[src/rtl/sram_port_arbiter.sv]
// Round-robin two-port arbiter/sequencer in front of a single-port SRAM macro, with optional bounded lock bursts.
// Build option: define SRAM_ARB_RSP_REG_EN to register read responses (2-cycle read latency instead of 1).
module sram_port_arbiter #(
    parameter int ADDR_WIDTH  = 10,
    parameter int DATA_WIDTH  = 64,
    parameter int WMASK_WIDTH = 2,
    parameter int MAX_LOCK    = 16
) (
    input  logic                   clk,
    input  logic                   rst,
    input  logic                   a_valid,
    output logic                   a_ready,
    input  logic                   a_we,
    input  logic [WMASK_WIDTH-1:0] a_wmask,
    input  logic [ADDR_WIDTH-1:0]  a_addr,
    input  logic [DATA_WIDTH-1:0]  a_din,
    input  logic                   a_lock,
    output logic                   a_rvalid,
    output logic [DATA_WIDTH-1:0]  a_rdata,
    input  logic                   b_valid,
    output logic                   b_ready,
    input  logic                   b_we,
    input  logic [WMASK_WIDTH-1:0] b_wmask,
    input  logic [ADDR_WIDTH-1:0]  b_addr,
    input  logic [DATA_WIDTH-1:0]  b_din,
    input  logic                   b_lock,
    output logic                   b_rvalid,
    output logic [DATA_WIDTH-1:0]  b_rdata,
    output logic                   sram_we,
    output logic [WMASK_WIDTH-1:0] sram_wmask,
    output logic [ADDR_WIDTH-1:0]  sram_addr,
    output logic [DATA_WIDTH-1:0]  sram_din,
    input  logic [DATA_WIDTH-1:0]  sram_dout
);
    localparam int CNT_W = $clog2(MAX_LOCK + 1);
    localparam logic [1:0] ST_IDLE   = 2'd0;
    localparam logic [1:0] ST_LOCK_A = 2'd1;
    localparam logic [1:0] ST_LOCK_B = 2'd2;

    logic [1:0]       state, state_nxt;
    logic             prio, prio_nxt;   // 0 = A, 1 = B
    logic [CNT_W-1:0] cnt, cnt_nxt;
    logic [CNT_W-1:0] cnt_inc;
    logic             grant_a, grant_b, granted, g_port, g_lock, g_we;
    logic             owner_b, own_valid, own_lock;
    logic             tag_valid, tag_port;

    always_comb begin
        grant_a = 1'b0;
        grant_b = 1'b0;
        if (!rst) begin
            case (state)
                ST_IDLE: begin
                    if (a_valid && (!b_valid || !prio)) grant_a = 1'b1;
                    else if (b_valid)                   grant_b = 1'b1;
                end
                ST_LOCK_A: grant_a = a_valid;
                ST_LOCK_B: grant_b = b_valid;
                default: ;
            endcase
        end
    end

    assign a_ready   = grant_a;
    assign b_ready   = grant_b;
    assign granted   = grant_a | grant_b;
    assign g_port    = grant_b;
    assign g_lock    = grant_b ? b_lock : a_lock;
    assign g_we      = grant_b ? b_we : a_we;
    assign owner_b   = (state == ST_LOCK_B);
    assign own_valid = owner_b ? b_valid : a_valid;
    assign own_lock  = owner_b ? b_lock : a_lock;
    assign cnt_inc   = cnt + 1'b1;

    always_comb begin
        state_nxt = state;
        prio_nxt  = prio;
        cnt_nxt   = cnt;
        case (state)
            ST_IDLE: begin
                if (granted) begin
                    prio_nxt = ~g_port;
                    if (g_lock && (MAX_LOCK > 1)) begin
                        state_nxt = g_port ? ST_LOCK_B : ST_LOCK_A;
                        cnt_nxt   = CNT_W'(1);
                    end
                end
            end
            ST_LOCK_A, ST_LOCK_B: begin
                // Release on an unlocked owner transfer, an idle unlocked owner, or a full burst.
                if (granted) begin
                    cnt_nxt = cnt_inc;
                    if (!g_lock || (cnt_inc == CNT_W'(MAX_LOCK))) begin
                        state_nxt = ST_IDLE;
                        prio_nxt  = ~owner_b;
                        cnt_nxt   = '0;
                    end
                end else if (!own_valid && !own_lock) begin
                    state_nxt = ST_IDLE;
                    prio_nxt  = ~owner_b;
                    cnt_nxt   = '0;
                end
            end
            default: begin
                state_nxt = ST_IDLE;
                cnt_nxt   = '0;
            end
        endcase
    end

    always_ff @(posedge clk) begin
        if (rst) begin
            state     <= ST_IDLE;
            prio      <= 1'b0;
            cnt       <= '0;
            tag_valid <= 1'b0;
            tag_port  <= 1'b0;
        end else begin
            state     <= state_nxt;
            prio      <= prio_nxt;
            cnt       <= cnt_nxt;
            tag_valid <= granted & ~g_we;
            tag_port  <= g_port;
        end
    end

    always_comb begin
        sram_we    = 1'b0;
        sram_wmask = '0;
        sram_addr  = '0;
        sram_din   = '0;
        if (grant_a) begin
            sram_we    = a_we;
            sram_wmask = a_wmask;
            sram_addr  = a_addr;
            sram_din   = a_din;
        end else if (grant_b) begin
            sram_we    = b_we;
            sram_wmask = b_wmask;
            sram_addr  = b_addr;
            sram_din   = b_din;
        end
    end

`ifdef SRAM_ARB_RSP_REG_EN
    logic                  a_rvalid_q, b_rvalid_q;
    logic [DATA_WIDTH-1:0] rdata_q;

    always_ff @(posedge clk) begin
        if (rst) begin
            a_rvalid_q <= 1'b0;
            b_rvalid_q <= 1'b0;
            rdata_q    <= '0;
        end else begin
            a_rvalid_q <= tag_valid & ~tag_port;
            b_rvalid_q <= tag_valid & tag_port;
            rdata_q    <= sram_dout;
        end
    end

    // Masked by rst so a response in flight when reset arrives never shows.
    assign a_rvalid = a_rvalid_q & ~rst;
    assign b_rvalid = b_rvalid_q & ~rst;
    assign a_rdata  = rdata_q;
    assign b_rdata  = rdata_q;
`else
    assign a_rvalid = tag_valid & ~tag_port & ~rst;
    assign b_rvalid = tag_valid & tag_port & ~rst;
    assign a_rdata  = sram_dout;
    assign b_rdata  = sram_dout;
`endif

endmodule

[config.mk]
export PLATFORM = sky130hd
export DESIGN_NAME = sram_port_arbiter
export DESIGN_NICKNAME = d
export VERILOG_FILES = /design/src/rtl/sram_port_arbiter.sv
export SDC_FILE = /design/constraint.sdc
export NUM_CORES = 1
export LEC_CHECK = 0
export ABC_AREA = 1
export CAP_MARGIN = 10
export CELL_PAD_IN_SITES_DETAIL_PLACEMENT = 0
export CELL_PAD_IN_SITES_GLOBAL_PLACEMENT = 1
export CORE_AREA = 2 2 168 170
export DETAILED_ROUTE_END_ITERATION = 10
export DIE_AREA = 0 0 170 172
export PLACE_DENSITY = 0.81
export SLEW_MARGIN = 30
export SYNTH_ARGS = -nofsm -noshare
export SYNTH_HDL_FRONTEND = slang
export SYNTH_SLANG_ARGS = --single-unit
[constraint.sdc]
create_clock -name clk -period 4.2 [get_ports clk]
set_clock_uncertainty 0.05 [all_clocks]
set_input_delay 0.42 -clock clk [delete_from_list [all_inputs] [get_ports clk]]
set_output_delay 0.42 -clock clk [all_outputs]
set_load 0.02 [all_outputs]
== Word-level counts from Yosys, hierarchy flattened ==
Cells that the tools add are included.

* Add/sub/neg operators: 1
* Equality and inequality tests: 7
* Muxes and demuxes: 37
* Bitwise gates (word level): 11
* Reduce and logical (&&, ||, !) cells: 15

{| class="wikitable"
|+ Operators with widths
! cell !! number
|-
| 2-to-1 mux 64 bit || 2
|-
| 2-to-1 mux 5 bit || 5
|-
| 2-to-1 mux 10 bit || 2
|-
| 2-to-1 mux 2 bit || 8
|-
| 2-to-1 mux 1 bit || 15
|-
| case mux 5 bit (2 select lines) || 1
|-
| AND reduction 4 bit || 2
|-
| inequality test 3 bit (second input constant) || 2
|-
| case mux 1 bit (2 select lines) || 3
|-
| adder 5 x 1 -> 5 bit (second input constant) || 1
|-
| bitwise AND 1 bit || 5
|-
| == test 5 bit (second input constant) || 1
|-
| logical NOT 1 bit || 5
|-
| inverter 1 bit || 5
|-
| inequality test 2 bit (second input constant) || 2
|-
| case mux 2 bit (2 select lines) || 1
|-
| AND reduction 3 bit || 1
|-
| == test 2 x 1 -> 1 bit (second input constant) || 1
|-
| == test 2 bit (second input constant) || 1
|-
| logical AND 1 bit || 2
|-
| logical NOT 2 bit || 1
|-
| logical OR 1 bit || 2
|-
| nonzero test 2 bit || 1
|-
| OR reduction 2 bit || 1
|-
| OR 1 bit || 1
|}

* Register bits: 10
* Input port bits: 224
* Output and inout bits: 209
* Logic and storage cells: 76

== Logic depth before layout (Yosys ltp) ==
Gate-level depths: netlist (run 1).

* Depth in word-level cells: 12
* Mapped depth: 14
* Depth with buffers taken out: 14

== Worst setup path after synthesis (run 1) ==
No wires, ideal clock.

* Path type: reg-to-output
* Start point: reg state[0]
* End point: out sram_we
* Data arrival time: 1,793 ps
* Data required time: 3,730 ps
* Slack: 1,937 ps
* Stages on the path, launching flop included: 10
* Path through: dfxtp_1 -> inv_1 -> ha_1 -> nand2_1 -> nand2_2 -> nand2_4 -> buf_2 -> inv_1 -> nand2_1 -> o21ai_0

* Word-level cells in the longest chain between the ends: 5
* Elaborated cells on any way between the ends: 9

{| class="wikitable"
|+ Ends and longest elaborated chain
! item !! RTL line !! source
|-
| start: declaration || 40 || <nowiki>logic [1:0] state, state_nxt;</nowiki>
|-
| start signal: assignment || 119 || <nowiki>state <= state_nxt;</nowiki>
|-
| == test 2 bit or logical NOT 2 bit (tied branches) || 52 || <nowiki>case (state)</nowiki>
|-
| case mux 1 bit (2 select lines) (*) || 52 ||
|-
| 2-to-1 mux 1 bit (*) || 51 || <nowiki>if (!rst) begin</nowiki>
|-
| named net b_ready || 21 || <nowiki>output logic b_ready,</nowiki>
|-
| 2-to-1 mux 1 bit (*) || 137 || <nowiki>end else if (grant_b) begin</nowiki>
|-
| 2-to-1 mux 1 bit (*) || 132 || <nowiki>if (grant_a) begin</nowiki>
|-
| end: declaration || 29 || <nowiki>output logic sram_we,</nowiki>
|}

The timed path passes the listed nets; every way through them passes the cells marked *.

== Final worst setup path (run 1) ==
* Start point: in rst
* End point: out sram_din[31]

* Word-level cells in the longest chain between the ends: 3
* Elaborated cells on any way between the ends: 4

{| class="wikitable"
|+ Ends and longest elaborated chain
! item !! RTL line !! source
|-
| start: declaration || 10 || <nowiki>input logic rst,</nowiki>
|-
| 2-to-1 mux 1 bit || 51 ||
|-
| 2-to-1 mux 64 bit || 137 ||
|-
| 2-to-1 mux 64 bit (*) || 132 ||
|-
| end: declaration || 32 || <nowiki>output logic [DATA_WIDTH-1:0] sram_din,</nowiki>
|}

Every way passes the cells marked *; elsewhere a longest branch is shown, timed or not.

==> results, run 1 <==
- The hold-fix buffer count after cts is 0.
- The number of pins with negative max-slew slack in the final report came to 0.
- The combined buffer and inverter count along the critical path is 3.
- CTS placed an instance of sky130_fd_sc_hd__clkbuf_16 at the clock tree root.
- The total number of H-tree levels is 1.
- After detailed routing, the average wire length per cell comes to 12.63 µm.
- By area the synthesized netlist is led by sky130_fd_sc_hd__buf_4, sky130_fd_sc_hd__nand2_1, sky130_fd_sc_hd__o21ai_0, sky130_fd_sc_hd__dfxtp_1, sky130_fd_sc_hd__inv_1.
- The first global-routing pass estimated roughly 16000 µm of wire.
- In this run the worst path has a maximum fanout of 34.
- The complex-gate fraction of the synthesized area is 16.11%.
- The accumulated negative setup slack is 0 ps.
- The synthesis-stage register bit count is 10.
- The busiest metal layer after global routing is met2.
- The required time of the critical path is 3730 ps.
- The longest clock path from root to sink contains 2 buffers.
- The highest clock frequency the design can meet is about 300 MHz.
- The number of DRC violations after detailed routing is 0.
- The total power density per cell area is around 350 nW/µm².
- The met2 global-route usage is 12.28%.
- Across every metal layer, demand over resource in global routing totals 7.061%.
- The final wirelength is 11950 µm.
- The synthesis warning total is 0.
- The die covers around 29000 µm².
- The most used cell along the critical path is sky130_fd_sc_hd__clkdlybuf4s50_1.
- For flop-to-flop paths, the worst setup slack is 1930 ps.
- The number of clock buffers inserted by TritonCTS is 3.
- The number of placed I/O pins is about 430.
- Setup repair after global routing left no endpoint under its margin.
- The insertion delay to the later sink of the worst-skew pair is 240 ps.
- For this design, the slowest cell found on the critical path is sky130_fd_sc_hd__clkdlybuf4s50_1.
- The chip width is 170 µm.
- After synthesis, the share of cell area in mux cells is 0%.
- The count of standard-cell rows is between 60 and 70.
- The top cell type's share of synthesized area is 34.35%.
- The number of instances in the synthesized netlist is 503.
- The remaining global-route overflow is 0.
- The share of final-layout standard cells stronger than drive strength 1 is 5.000%.
- Data arrives at the worst endpoint at a little under 3000 ps.
- Clock-pin slew was measured on the worst setup and hold paths at approximately 40 ps.
- The via count is approximately 3.2k.
- The routing usage on met1 is 7.599%.
- The final hold violation count is 0.
- The dominant combinational cell family by area after synthesis is buffers and inverters.
- The run finished with clean final reports.
- The worst setup path category is input port to primary output.
- The signed area change from the synthesized netlist to the final layout is 66.80%.
- The number of nets with antenna violations after detailed routing is 0.
- After layout, the worst path uses 79.99% of the clock period.
- From bottom edge to top edge, the die measures 172 µm.
- Of the total synthesized cell area, the portion taken by full adders, half adders and majority gates is 2.663%.
- Entering global routing, the biggest net connects 42 pins.
- The initial cell density of the core is approximately 10%.
- The first TritonRoute pass finished after 4 iterations.
- The worst hold path was traced through 2 stages.
- The tightest min-delay check is of the flip-flop to flip-flop type.
- For the pin with the worst max-slew slack, the measured transition is 558.5 ps.
- The beginning of the worst hold path is cnt[4]$_SDFFE_PP0P_.
- After Yosys synthesis, and, or, nand and nor cells account for 32.62% of the synthesized area.
- Final hold analysis gives a worst-case slack of roughly 430 ps.
- The critical register-to-register path startpoint is state[0]$_SDFFE_PP0P_.
- The fraction of met3 tracks used by global routing is 1.877%.
- The design draws 1.629 mW.
- Among cell families on the critical path, the largest total delay comes from buffers and inverters.
- The routed design could run at a clock period as short as 3360 ps.
- When the netlist entered floorplanning its net count stood at 733.
- The net total in the final layout is 831.
- The delay of the slowest cell on the worst path is between 600 and 700 ps.
- The cell type with the highest aggregate area in the netlist is sky130_fd_sc_hd__buf_4.
- The CTS tree is yes.
- After Yosys synthesis, XOR and XNOR cells account for 0% of the synthesized area.
- The terminus of the critical flop-to-flop path is state[0]$_SDFFE_PP0P_.
- VDD sags by at most 0.1292 mV.
- The number of distinct library cells after synthesis is 22.
- The tool flagged a number of max-cap violations equal to 0.
- The sort of element at the start of the critical path is an input port.
- STA classifies the critical path endpoint as a primary output.
- The hold path endpoint is cnt[4]$_SDFFE_PP0P_.
- The half-perimeter wire length of the detailed placement result is 9811 µm.
- The number of DRC violations after detailed-routing iteration 0 is 124.
- Headroom to the max-slew limit came out at roughly 63%.
- The post-cts gate resize count is 0.
- Measured in cells, the most critical reg-to-reg path has a length of 15.
- Routability-driven placement finished with a final weighted congestion of 0.7360.
- Setup violations remaining at the end of the flow were counted as 0.
- The initial antenna violation count is 1.
- After floorplanning, the core was sized to cover 27480 µm².
- For this design the static power due to leakage is 1.869 nW.
- The number of antenna cells inserted is 0.
- The tree built by TritonCTS fans out to 10 sinks.
- The via count of the first global-routing pass came to 2928.
- The netlist area before placement is 2819 µm².
- After clock tree synthesis, the setup repair step added 0 buffers.
- The sequential cell area fraction in the yosys report is under 10%.
- Averaged over all synthesized cells, the footprint is 5.604 µm².
- Traced cell by cell, the critical path runs through clkdlybuf4s50_1 -> nor2_4 -> nand2_4 -> buf_4 -> o21ai_0 -> clkdlybuf4s50_1.
- The routed via count divided by cell count is 3.407.
- The port buffer count is 240.
==> flip-flops by register name (all words and copies together), names as in the netlist <==
register,count
cnt,5
prio,1
state,2
tag_port,1
tag_valid,1
==> worst min-delay path: stages, from the launching register on <==
cell and delay, ps:
sky130_fd_sc_hd__dfxtp_1 310, sky130_fd_sc_hd__nand2_1 60, sky130_fd_sc_hd__a21oi_1 50
==> Yosys cell counts, drive strengths merged <==
cell	instances
nand2	194
buf	138
o21ai	79
inv	25
clkbuf	15
nor2	14
dfxtp	10
nand3	10
a21oi	8
ha	6
nand4	3
o211ai	1
==> routing by layer <==
metal  wire [µm]  part of all wire (%)  vias to the layer above
met4         698                   5.8                        0
met5           0                     0                        -
li1            -                     -                     1637
met2        5579                    47                      182
met3        1208                    10                       72
met1        4465                    37                     1332
==> stage by stage <==
step	worst slack (ps)	utilization [%]	instance area, µm²	std cells
final	840.5	17.11	4702	946
after global routing	638.4	17.11	4702	946
after CTS	774.1	17.11	4702	946
after detailed placement	776.8	16.79	4613	942
after global placement	784.3	16.79	4613	942
after floorplan	1937	-	2819	503
==> worst max path at each step <==
| stage | start | end | depth (start not counted) |
|---|---|---|---|
| final | rst | sram_din[31] | 6 |
| after global routing | rst | sram_din[28] | 6 |
| after CTS | rst | sram_din[28] | 6 |
| after detailed placement | rst | sram_din[28] | 6 |
| after global placement | rst | sram_din[28] | 6 |
| after floorplan | state[0]$_SDFFE_PP0P_ | sram_we | 9 |
==> kinds of logic after synthesis <==
group	count (synthesis)
compound gates	88
buf+inv	178
simple gates	221
fa+ha+maj	6
flops	10
==> layout make-up <==
cell class,count,area (µm²)
inverter,25,93.84
timing repair buffer,246,2437
fill,3148,22770
tap,346,432.9
clock buffer,4,88.84
multi-input combinational,315,1449
sequential,10,200.2
==> power by group <==
part           internal [mW]  switching, mW  total [mW]
Combinational          0.571          0.734        1.31
Sequential             0.116         0.0169       0.133
Clock                  0.143         0.0476       0.191
Total                  0.831          0.798        1.63
==> cells in the final DEF, fill, tap and decap left out, drive strengths merged <==
master,instances
clkbuf,4
clkdlybuf4s50,236
o211ai,1
buf,10
inv,25
a21oi,8
nand3,10
dfxtp,10
nor2,14
nand4,3
o21ai,79
nand2,194
ha,6
Power figures use the tool's default switching activity.
==> inputs of run 2 (changes only) <==
--- a/config.mk
+++ b/config.mk
@@ -9,10 +9,10 @@
 export CAP_MARGIN = 10
 export CELL_PAD_IN_SITES_DETAIL_PLACEMENT = 0
 export CELL_PAD_IN_SITES_GLOBAL_PLACEMENT = 1
-export CORE_AREA = 2 2 168 170
+export CORE_AREA = 2 2 169 171
 export DETAILED_ROUTE_END_ITERATION = 10
-export DIE_AREA = 0 0 170 172
-export PLACE_DENSITY = 0.81
+export DIE_AREA = 0 0 171 173
+export PLACE_DENSITY = 0.8
 export SLEW_MARGIN = 30
 export SYNTH_ARGS = -nofsm -noshare
 export SYNTH_HDL_FRONTEND = slang
==> constraint.sdc (replaced) <==
create_clock -name clk -period 3.3 [get_ports clk]
set_clock_uncertainty 0.05 [all_clocks]
set_input_delay 0.33 -clock clk [delete_from_list [all_inputs] [get_ports clk]]
set_output_delay 0.33 -clock clk [all_outputs]
set_load 0.02 [all_outputs]
==> run 2 against run 1 <==
Effect of this change: via count is 1.5% higher; total power increased by 29%; clock power increased by 27%; global-route usage grew 0.39 points; core utilization is 0.21 points higher; critical path depth up 2; count of clock-buffer cells in the layout unchanged; register-to-register slack lost 640 ps; sequential share of layout area decreased by 0.076 points; worst hold slack is essentially flat.
==> results, run 2 (same netlist as run 1, synthesis figures left out) <==
- The flow ran to the end, and the final reports show no timing, DRC or antenna violations.
- The final cell area excluding filler cells came to 4787 µm² (+1.8%).
- The routed via count divided by cell count is 3.346 (-1.8%).
- The number of antenna cells inserted is 0 (unchanged).
- The maximum buffer depth of the clock tree is 2 (unchanged).
- The busiest metal layer after global routing is met2.
- The total cell area at the placement stage is 4698 µm² (+1.8%).
- The routing usage on met1 is 7.823% (+0.22 points).
- The sort of element at the start of the critical path is a flip-flop.
- The floorplan core area is 27630 µm² (+0.56%).
- The worst slew margin relative to its limit is 71.52% (+8.9 points).
- The highest clock frequency the design can meet is 325.8 MHz.
- The number of nets with antenna violations after detailed routing is 0 (unchanged).
- The total number of H-tree levels came to 1 (unchanged).
- The via count is 3272 (+1.5%).
- The register name with the most flops is cnt.
- The average wire length per cell after detail routing is 12.47 µm (-1.3%).
- The initial cell density of the core was 10.20% (-0.057 points).
- Leaving out fill and tap cells, the most frequent cell in the layout is sky130_fd_sc_hd__clkdlybuf4s50_1.
- The number of max-cap violations is 0 (unchanged).
- The number of placed I/O pins is 433 (unchanged).
- Setup repair after global routing left no endpoint under its margin.
- The count of standard-cell rows is 61 (unchanged).
- The count of cells along the worst hold path is 2 (unchanged).
- The final estimated routing congestion in global placement is 0.8457 (+15%).
- The number of DRC violations after detailed-routing iteration 0 is 146 (+18%).
- The clock-pin slew on the worst setup and hold paths is 40 ps (about the same).
- The number of clock buffers inserted by TritonCTS is 3 (unchanged).
- The hold-fix buffer count after cts is 0 (unchanged).
- The core occupancy in the finished layout is 17.33% (+0.21 points).
- The length in cells of the worst reg-to-reg path was 15 (unchanged).
- The share of final-layout standard cells stronger than drive strength 1 is 4.500% (-0.50 points).
- The total number of clock tree sinks is 10 (unchanged).
- The buffer count from post-CTS setup fixing is 0 (unchanged).
- The CTS tree is yes.
- The root cell of the clock tree is sky130_fd_sc_hd__clkbuf_16.
- The met2 global-route usage is 13.32% (+1.0 points).
- The classification of the worst-slack hold path is flip-flop to flip-flop.
- The final wirelength is 12200 µm (+2.0%).
- The fraction of met3 tracks used by global routing is 1.648% (-0.23 points).
- The floorplan die area came to 29580 µm² (+1.2%).
- The insertion delay to the later sink of the worst-skew pair was 240 ps (about the same).
- The endpoint arrival time on the critical path is 2690 ps (-200 ps).
- The net total in the final layout is 831 (unchanged).
- The first-pass GRT wire length came to 17310 µm (+9.0%).
- The leakage power summed over all cells is 1.879 nW (+0.50%).
- The area growth from synthesis to layout is 69.82%.
- The multi-input combinational cell area is 1449 µm² (unchanged).
- The number of DRC violations after detailed routing is 0 (unchanged).
- The number of flip-flops under the largest register name is 5 (unchanged).
- The accumulated negative setup slack is 0 ps (unchanged).
- In the layout the commonest cells are sky130_fd_sc_hd__clkdlybuf4s50_1, sky130_fd_sc_hd__nand2_1, sky130_fd_sc_hd__o21ai_0.
- The chip width is 171 µm (+0.59%).
- The half-perimeter wire length of the detailed placement result is 9804 µm (about the same).
- The critical path is of the flip-flop to primary output type.
- The final number of setup-violating endpoints is 0 (unchanged).
- The maximum ir drop on the vdd rail came to 0.1626 mV (+26%).
- The total power density per cell area is 438.9 nW/µm² (+27%).
- The biggest fanout along the worst timing path was 40 (+18%).
- The detailed-router iteration count before antenna repair is 4 (unchanged).
- The total track usage is 7.448% (+0.39 points).
- The remaining global-route overflow was 0 (unchanged).
- The via count of the first global-routing pass is 3217 (+9.9%).
- The share of the cycle needed by the critical path after routing is between 90% and 100%.
- The final hold violation count is 0 (unchanged).
- The die outline height is 173 µm (+0.58%).
- The worst setup path is captured at a primary output.
- The worst hold slack is 426.6 ps (+0.3210 ps).
- The required time of the critical path is 2920 ps (-810 ps).
- The largest net degree at the start of global routing was 80 (+90%).
- The clock period could shrink to 3070 ps.
- The number of inserted filler cells in the final layout is 3200 (+1.7%).
- The initial antenna violation count was 0 (-1).
- The port buffer count is 240 (unchanged).
- The post-cts gate resize count is 0 (unchanged).
- The area taken by flip-flops and latches was 200.2 µm² (unchanged).
- The slew at the pin with the worst max-slew slack is 427.1 ps (-131.4 ps).
- The number of pins with negative max-slew slack in the final report is 0 (unchanged).
- In the final layout, the registers with the most flip-flops are cnt x5, state x2.
run 2: cell count changes in the layout (fill, tap and decap cells not counted), sizes merged:
cell,delta
buf,-3
clkdlybuf4s50,+3
run 2: per-stage QoR:
| stage | worst slack, ps | std cells | total power, mW |
|---|---|---|---|
| floorplan | 1127 | 503 | 1.300 |
| global placement | 305.9 | 974 | 1.881 |
| detailed placement | 278.1 | 974 | 1.878 |
| CTS | 173.7 | 978 | 2.128 |
| global route | 30.11 | 978 | 2.273 |
| finish | 230.5 | 978 | 2.101 |
run 2: final cells by class:
cell class              count  share of cell area, %
repair buffers            246                  51.86
multi-input cells         315                  30.27
inverters                  25                  1.960
clock buffers               4                  1.856
well taps                 378                  9.880
flip-flops and latches     10                  4.182
run 2: worst max-delay path, stage by stage, from the launching register on:
cell	delay (ps)
sky130_fd_sc_hd__dfxtp_1	320
sky130_fd_sc_hd__inv_1	110
sky130_fd_sc_hd__ha_1	270
sky130_fd_sc_hd__nand2_1	90
sky130_fd_sc_hd__nand2_2	90
sky130_fd_sc_hd__nand2_4	180
sky130_fd_sc_hd__buf_4	330
sky130_fd_sc_hd__o21ai_0	350
sky130_fd_sc_hd__clkdlybuf4s50_1	670
run 2: worst paths after layout:
| path | slack [ps] | start | end |
|---|---|---|---|
| hold / removal | 430 | cnt[4]$_SDFFE_PP0P_ | cnt[4]$_SDFFE_PP0P_ |
| setup / recovery | 230 | state[0]$_SDFFE_PP0P_ | sram_din[19] |
| hold reg to reg | 430 | cnt[4]$_SDFFE_PP0P_ | cnt[4]$_SDFFE_PP0P_ |
| setup reg to reg | 1290 | state[0]$_SDFFE_PP0P_ | state[0]$_SDFFE_PP0P_ |
run 2: power by group:
| part | internal (mW) | leakage, nW | switching (mW) | total [mW] |
|---|---|---|---|---|
| Combinational | 0.748 | 1.75 | 0.941 | 1.69 |
| Sequential | 0.148 | 0.0817 | 0.0216 | 0.170 |
| Clock | 0.182 | 0.0442 | 0.0591 | 0.242 |
run 2: layer usage:
| layer | routed length (µm) | vias to the layer above |
|---|---|---|
| met1 | 4512 | 1376 |
| met5 | 0 | - |
| met2 | 5671 | 204 |
| met4 | 764 | 0 |
| li1 | - | 1635 |
| met3 | 1247 | 57 |
